File: config.mk
export PLATFORM = sky130hd
export DESIGN_NAME = core_status_monitor
export DESIGN_NICKNAME = d
export VERILOG_FILES = /design/src/rtl/core_status_monitor_pkg.sv /design/src/rtl/core_status_monitor_trace_fifo.sv /design/src/rtl/core_status_monitor.sv
export SDC_FILE = /design/constraint.sdc
export NUM_CORES = 1
export LEC_CHECK = 0
export CAP_MARGIN = 10
export CORE_MARGIN = 1.5
export CORE_UTILIZATION = 40
export DETAILED_ROUTE_END_ITERATION = 8
export GPL_TIMING_DRIVEN = 0
export PLACE_DENSITY_LB_ADDON = 0.08
export REMOVE_ABC_BUFFERS = 1
export SYNTH_ARGS = -nofsm -noshare
export SYNTH_HDL_FRONTEND = slang
export SYNTH_SLANG_ARGS = --single-unit
File: constraint.sdc
create_clock -name i_clk -period 2.6 [get_ports i_clk]
set_input_delay 0.52 -clock i_clk [delete_from_list [all_inputs] [get_ports i_clk]]
set_output_delay 0.52 -clock i_clk [all_outputs]
set_load 0.005 [all_outputs]
File: src/rtl/core_status_monitor_pkg.sv
// Shared definitions for the core status monitor: status codes from the core
// and the monitor state encoding.
package core_status_monitor_pkg;

   localparam logic [1:0] R_TYPE_SUCCESS = 2'd0;
   localparam logic [1:0] I_TYPE_SUCCESS = 2'd1;
   localparam logic [1:0] MIPS_OVERFLOW  = 2'd2;
   localparam logic [1:0] MIPS_END       = 2'd3;

   typedef enum logic {
      ST_RUN  = 1'b0,
      ST_DONE = 1'b1
   } mon_state_e;

   // Both terminal codes share the upper bit.
   function automatic logic is_terminal(input logic [1:0] code);
      return code[1];
   endfunction

endpackage

File: src/rtl/core_status_monitor_trace_fifo.sv
// Trace FIFO for the status monitor: register array with wrap-around pointers
// carrying one extra bit to tell full from empty.
module status_trace_fifo #(
   parameter int WIDTH = 18,
   parameter int DEPTH = 8
) (
   input  logic             i_clk,
   input  logic             i_rst_n,
   input  logic             push,
   input  logic [WIDTH-1:0] push_data,
   output logic             full,
   input  logic             pop,
   output logic [WIDTH-1:0] pop_data,
   output logic             empty
);

   localparam int AW = $clog2(DEPTH);

   logic [AW:0]      wr_ptr;
   logic [AW:0]      rd_ptr;
   logic [WIDTH-1:0] mem [DEPTH];
   logic             do_push;
   logic             do_pop;

   assign empty    = (wr_ptr == rd_ptr);
   assign full     = (wr_ptr[AW] != rd_ptr[AW]) && (wr_ptr[AW-1:0] == rd_ptr[AW-1:0]);
   assign do_pop   = pop && !empty;
   // A pop in the same cycle frees the slot, so a push into a full FIFO still lands.
   assign do_push  = push && (!full || do_pop);
   assign pop_data = mem[rd_ptr[AW-1:0]];

   always_ff @(posedge i_clk or negedge i_rst_n) begin
      if (!i_rst_n) begin
         wr_ptr <= '0;
         rd_ptr <= '0;
         for (int k = 0; k < DEPTH; k++) mem[k] <= '0;
      end else begin
         if (do_push) begin
            mem[wr_ptr[AW-1:0]] <= push_data;
            wr_ptr              <= wr_ptr + (AW+1)'(1);
         end
         if (do_pop) rd_ptr <= rd_ptr + (AW+1)'(1);
      end
   end

endmodule

File: src/rtl/core_status_monitor.sv
// Receiving end of the core status interface: counts R/I completions, latches
// the first terminal status and records a per-instruction trace.
//
// state | meaning
// RUN   | sampling status words, counting and tracing
// DONE  | terminal status latched, all further samples ignored
module core_status_monitor
   import core_status_monitor_pkg::*;
#(
   parameter int CNT_W      = 16,
   parameter int FIFO_DEPTH = 8
) (
   input  logic               i_clk,
   input  logic               i_rst_n,
   input  logic [1:0]         i_status,
   input  logic               i_status_valid,
   output logic [CNT_W-1:0]   o_r_cnt,
   output logic [CNT_W-1:0]   o_i_cnt,
   output logic               o_done,
   output logic [1:0]         o_final_status,
   output logic               o_trace_valid,
   output logic [CNT_W+1:0]   o_trace_data,
   input  logic               i_trace_ready,
   output logic               o_trace_drop
);

   localparam logic [CNT_W-1:0] CNT_MAX = '1;

   mon_state_e       state_q;
   mon_state_e       state_d;
   logic [CNT_W-1:0] r_cnt;
   logic [CNT_W-1:0] i_cnt;
   logic [CNT_W-1:0] idx;
   logic [1:0]       final_q;
   logic             drop_q;
   logic             sample;
   logic             fifo_full;
   logic             fifo_empty;
   logic             fifo_pop;

   assign sample   = i_status_valid && (state_q == ST_RUN);
   // Sum of the already-saturated counters, truncated to the index width.
   assign idx      = r_cnt + i_cnt;
   assign fifo_pop = !fifo_empty && i_trace_ready;

   always_comb begin
      state_d = state_q;
      if (sample && is_terminal(i_status)) state_d = ST_DONE;
   end

   always_ff @(posedge i_clk or negedge i_rst_n) begin
      if (!i_rst_n) begin
         state_q <= ST_RUN;
         r_cnt   <= '0;
         i_cnt   <= '0;
         final_q <= 2'd0;
         drop_q  <= 1'b0;
      end else begin
         state_q <= state_d;
         if (sample) begin
            case (i_status)
               R_TYPE_SUCCESS: if (r_cnt != CNT_MAX) r_cnt <= r_cnt + 1'b1;
               I_TYPE_SUCCESS: if (i_cnt != CNT_MAX) i_cnt <= i_cnt + 1'b1;
               default:        final_q <= i_status;
            endcase
            if (fifo_full && !fifo_pop) drop_q <= 1'b1;
         end
      end
   end

   status_trace_fifo #(
      .WIDTH (CNT_W + 2),
      .DEPTH (FIFO_DEPTH)
   ) u_trace_fifo (
      .i_clk     (i_clk),
      .i_rst_n   (i_rst_n),
      .push      (sample),
      .push_data ({idx, i_status}),
      .full      (fifo_full),
      .pop       (fifo_pop),
      .pop_data  (o_trace_data),
      .empty     (fifo_empty)
   );

   assign o_r_cnt        = r_cnt;
   assign o_i_cnt        = i_cnt;
   assign o_done         = (state_q == ST_DONE);
   assign o_final_status = final_q;
   assign o_trace_valid  = !fifo_empty;
   assign o_trace_drop   = drop_q;

endmodule

**Word-level counts from Yosys, hierarchy flattened**

Cells that the tools add are included.

- Add/sub/neg operators: 5
- $mul: 0
- Divide/modulo/power cells: 0
- $lt $le $gt $ge: 3
- Equal/unequal tests: 6
- Shift-type cells: 0
- Multiplexer cells: 6
- Bitwise operators: 4
- Reductions and logical operators: 18

Operators by type and width:

| kind | count |
|---|---|
| $bwmux 144 | 1 |
| $bmux 18 s3 | 1 |
| $demux 18 s3 | 1 |
| $mux 18 | 3 |
| $add 16x1->16 const B | 2 |
| $ne 16x16->1 const B | 2 |
| $add 16x16->16 | 1 |
| $add 4x1->4 const B | 2 |
| $ge 4x4->1 const B | 2 |
| $logic_and 1x1->1 | 8 |
| $not 3->4 | 2 |
| $reduce_and 3->1 | 2 |
| $eq 4x4->1 | 1 |
| $lt 4x1->1 const B | 1 |
| $reduce_and 2->1 | 2 |
| $eq 3x3->1 | 1 |
| $logic_not 1->1 | 3 |
| $eq 2x1->1 const B | 1 |
| $logic_not 2->1 | 1 |
| $not 1->1 | 2 |
| $reduce_or 2->1 | 1 |
| $logic_or 1x1->1 | 1 |
| $ne 1x1->1 | 1 |

- Bits in registers: 188
- Latch bits: 0
- RAM bits: 0
- Bits in read-only memories: 0
- Input bits: 6
- Word-level logic and storage cells: 57
- Memories kept: 0

**Depth between registers and ports, before layout**

- Depth in word-level cells: 6
- Depth in mapped cells: 9

**Modules after synthesis**

From an unflattened synthesis, not the netlist that was laid out.

- Cell total of the unflattened synthesis: 667
- Area, all modules: 9774.4 um2

Modules (own cells, without submodules):

| module | times used | cells an instance | area an instance (um2) | sequential area each (um2) |
|---|---|---|---|---|
| status_trace_fifo | 1 | 417 | 7318.3 | 3803.6 |
| core_status_monitor | 1 | 250 | 2456.1 | 900.9 |

**Least setup slack after synthesis**

OpenSTA, ideal clock, no wires.

- Path type: register -> register
- From: reg r_cnt[0] (netlist: o_r_cnt[0])
- To: reg u_trace_fifo.mem[106] (netlist bit)
- Library setup time: 140 ps
- Data arrival time: 2221 ps
- Slack: 239 ps
- Stages on the path, launching flop included: 10
- Period minus slack after synthesis: 2361 ps
- Path through: dfrtp_1 -> ha_1 -> fa_1 -> a21oi_1 -> o211ai_1 -> a21oi_1 -> nand3b_1 -> o21ai_0 -> xnor2_1 -> o21ai_0

- Cells in the longest elaborated chain, start to end: 2

Ends and longest elaborated chain:

| element | RTL line | text |
|---|---|---|
| start, declared | core_status_monitor.sv:31 | `logic [CNT_W-1:0] r_cnt;` |
| start signal, assigned | core_status_monitor.sv:62 | `R_TYPE_SUCCESS: if (r_cnt != CNT_MAX) r_cnt <= r_cnt + 1'b1;` |
| $add 16x16->16 | core_status_monitor.sv:43 | `assign idx = r_cnt + i_cnt;` |
| $bwmux 144 | core_status_monitor_trace_fifo.sv:39 | `mem[wr_ptr[AW-1:0]] <= push_data;` |
| end signal, assigned by index | core_status_monitor_trace_fifo.sv:39 |  |
| end, declared | core_status_monitor_trace_fifo.sv:21 | `logic [WIDTH-1:0] mem [DEPTH];` |

No other way between the ends.
A chain may end at the register's enable or synchronous reset.

**Worst setup path in the final report**

- From: reg u_trace_fifo.rd_ptr[0]
- To: out o_trace_data[15]

- Cells in the longest elaborated chain, start to end: 4

Ends and longest elaborated chain:

| element | RTL line | text |
|---|---|---|
| start, declared | core_status_monitor_trace_fifo.sv:20 | `logic [AW:0] rd_ptr;` |
| start signal, assigned | core_status_monitor_trace_fifo.sv:42 | `if (do_pop) rd_ptr <= rd_ptr + (AW+1)'(1);` |
| $not 3->4 (implied by the code) | core_status_monitor_trace_fifo.sv:30 | `assign pop_data = mem[rd_ptr[AW-1:0]];` |
| $bmux 18 s3 | core_status_monitor_trace_fifo.sv:30 |  |
| $mux 18 (implied by the code) (2 in a row) | core_status_monitor_trace_fifo.sv:30 |  |
| end, declared | core_status_monitor.sv:22 | `output logic [CNT_W+1:0] o_trace_data,` |

No other way between the ends. The select of a mux whose other input is x is not followed.

==> metrics.md <==
| Metric | Value |
|---|---|
| Final Hold Violating Endpoints | 0 |
| Rows | 54 |
| Die area | 23100 µm² |
| M2 GR Usage | 33.9% |
| Area Overhead vs Synth | 24.3% |
| Worst R2R End | u_trace_fifo.mem[122]$_DFFE_PN0P_ |
| Tmin final | 2710 ps |
| WP data arrival | 2190 ps |
| Slew margin rel. | 57.6% |
| DR pass1 iterations | 5 |
| Critical path class | reg -> out |
| Fmax | 369 MHz |
| # IOs | 61 |
| Drt wl/cell | 19.5 µm |
| PwrDens | 766 nW/µm² |
| Stages on the worst setup path | 6 |
| Post-synth top area share | 53.0% |
| Hold buffer count at CTS | 0 |
| EDFF count, synth | 0 |
| Fin. max-slew vios | 0 |
| Status | complete, but fails checks |
| Final setup fails | 14 |
| Initial Util | 40.6% |
| Synth warnings | 0 |
| Worst setup endpoint | o_trace_data[15] |
| Grt met1 use | 25.9% |
| Synth Area in Simple Gates | 10.8% |
| Combined area of all synthesized cells | 8870 µm² |
| Critical Path Sink Type | output port |
| Fillcell total | 1898 |
| Total gr overflow | 0 |
| Min-Delay Path Class | in -> async |
| Syn_area_per_cell | 11.8 µm² |
| Root buffer cell | clkbuf_16 |
| Post-Synth Adder-Cell Area | 2.91% |
| P_leak | 4.85 nW |
| Largest net degree at the start of global routing | 115 |
| Ranking of synthesized cells by area | dfrtp_1 53%, mux4_2 9.1%, mux2_2 8.1%, o21ai_0 6.2%, nand2_1 5.9% |
| Worst vdd ir | 0.000437 V |
| GR Util met3 | 3.68% |
| Num CTS Buffers | 17 |
| Placer congestion estimate | 0.857 |
| Layout cells sized above 1 | 27.2% |
| DR iter-0 viols | 236 |
| Netlist cell types | 46 |
| Worst Skew | 12.6 ps |
| Sum Neg Setup Slack | -1120 ps |
| CTS Sinks | 188 |
| Die H | 152 µm |
| Clock-pin slew on the worst setup and hold paths | 70 ps |
| Max H-tree Level | 4 |
| Crit path from | u_trace_fifo.rd_ptr[0]$_DFFE_PN0P_ |
| Top Family by Delay on Critical Path | multiplexers |
| Ys flop type | dfrtp_1 |
| Ant. Diodes | 0 |
| Die X-Extent | 152 µm |
| Synth cell count leaders | 188 x dfrtp_1, 139 x nand2_1, 110 x o21ai_0 |
| FF+latch count, synth | 188 |
| CP dominant cell by count | buf_12 |
| Largest area contributor in the netlist | dfrtp_1 |
| Worst path bufs/invs | 4 |
| Cells after Synth | 754 |
| Vias per cell | 5.33 |
| Reg2Reg Depth | 8 |
| FF-to-FF Start | u_trace_fifo.rd_ptr[1]$_DFFE_PN0P_ |
| Chain of cells forming the critical path | buf_12 -> buf_16 -> buf_12 -> mux4_2 -> mux2_4 -> buf_6 |
| Crit Path Max Fanout | 5 |
| Global-route wire length before repair | 35.5 mm |
| Final Cycle Share | 104% |
| Gr usage total | 19.9% |
| Pre-CTS setup slack | -1090 ps |
| Register area share after synthesis | 53.0% |
| Failing checks | negative setup slack |
| Final worst setup slack | -112 ps |
| Compound-Gate Fraction of Synth Area | 8.35% |
| Buffers on Ports | 60 |
| Largest stage delay, worst path | 500 ps |
| Startpoint class of the critical path | register |
| Crit-path slowest cell | dfrtp_4 |
| Max clock buf depth | 2 |
| Final WL | 21.8 mm |
| # DRC | 0 |
| Non-filler cells, final | 1117 |
| CP required | 2080 ps |
| Final antenna-violating net count | 0 |
| TritonCTS clock tree | built |
| Vias in the first global route | 6363 |
| Overall via count from detail_route | 5951 |
| Largest family of logic cells by synthesized area | multiplexers |
| Worst reg-to-reg setup slack | 100 ps |
| Post-Synth XOR/XNOR Area | 5.30% |
| Maxcap violations | 0 |
| DP HPWL | 13.4 mm |
| Asr flop ratio synth | 100% |
| Initial antenna violation count | 0 |
| RSZ-0062 raised after global routing | true |
| Most common cell in the netlist | dfrtp_1 |
| Fin Hold WS | 41.5 ps |
| Clk Latency, worst-skew pair | 430 ps |
| Slew at the pin closest to its max-slew limit | 632 ps |
| CORE AREA | 21800 µm² |
| Placed cells | 1060 |
| Busiest layer in global routing | met2 |
| Nets | 850 |
| Post-synthesis mux area share | 17.4% |
## worst min path at each step
stage / from / endpoint / depth (start not counted)
3_5_place_dp: u_trace_fifo.mem[99]$_DFFE_PN0P_ / u_trace_fifo.mem[99]$_DFFE_PN0P_ / 2
6_report: i_rst_n / u_trace_fifo.mem[25]$_DFFE_PN0P_ / 1
4_1_cts: i_rst_n / u_trace_fifo.mem[25]$_DFFE_PN0P_ / 1
3_3_place_gp: o_final_status[1]$_DFFE_PN0P_ / o_final_status[1]$_DFFE_PN0P_ / 1
2_1_floorplan: i_rst_n / o_done$_DFFE_PN0P_ / 0
5_1_grt: i_rst_n / u_trace_fifo.mem[25]$_DFFE_PN0P_ / 1
## final cells by class
class / count / area, µm² / area share, %
timing repair buffer: 88 / 1050 / 9.54
multi-input combinational: 524 / 4270 / 38.7
inverter: 5 / 18.8 / 0.170
tap: 280 / 350 / 3.18
clock buffer: 19 / 453 / 4.11
clock inverter: 13 / 161 / 1.46
sequential: 188 / 4720 / 42.9
## per-stage QoR
step	cell area (µm²)	utilization [%]	total power, mW
floorplan	8690	-	4.35
detailed placement	9730	44.6	5.01
CTS	10900	50.1	8.61
global route	11000	50.5	8.84
global placement	9640	44.2	4.96
finish	11000	50.5	8.44
## logic make-up (layout without fill, tap and decap cells)
family          after synthesis  in the layout
compound gates              139            139
xor+xnor                     52             52
fa+ha+maj                    20             20
buf+inv                      42            125
flops                       188            188
mux                         101            101
simple gates                212            212
## cells in the final DEF (no fill, tap or decap), drive strengths merged, types with 2 or more instances in the layout
cell,n
nor3,5
nand2,139
nand4,10
a21oi,15
inv,8
dfrtp,188
nor2b,2
a31oi,2
clkbuf,19
xnor2,40
and4,4
nand3b,3
nor3b,2
nand2b,3
o21bai,2
xor2,12
and2,3
nor2,13
and3,6
buf,47
bufinv,2
nand3,20
ha,19
mux2,64
o21ai,112
mux4,36
clkinv,6
clkdlybuf4s50,40
clkinvlp,2
o21a,2
## repair_timing
item / CTS / global route
setup endpoints to repair: 164 / 85
resized for setup: 145 / 24
buffers inserted: 21 / 5
pin swaps: 2 / 2
cloned: 3 / 0
## state kept, by name (all words and copies together) (netlist names)
register,flops
o_i_cnt,16
u_trace_fifo.wr_ptr,4
o_trace_drop,1
o_r_cnt,16
o_done,1
u_trace_fifo.mem,144
u_trace_fifo.rd_ptr,4
o_final_status,2
## layer usage
metal	part of all wire, %	vias to the layer above	routed length, µm
met1	46	2993	9960
li1	-	2811	-
met5	0	-	0
met4	1.8	0	397
met2	49	123	10700
met3	3.4	24	732
## report_power, final
part | internal [mW] | switching (mW) | leakage (nW) | total (mW)
combinational | 1.41 | 0.883 | 2.03 | 2.29
sequential | 3.13 | 0.330 | 2.52 | 3.46
clock | 1.49 | 1.19 | 0.296 | 2.69
No activity file was read; power rests on OpenSTA's default activity.
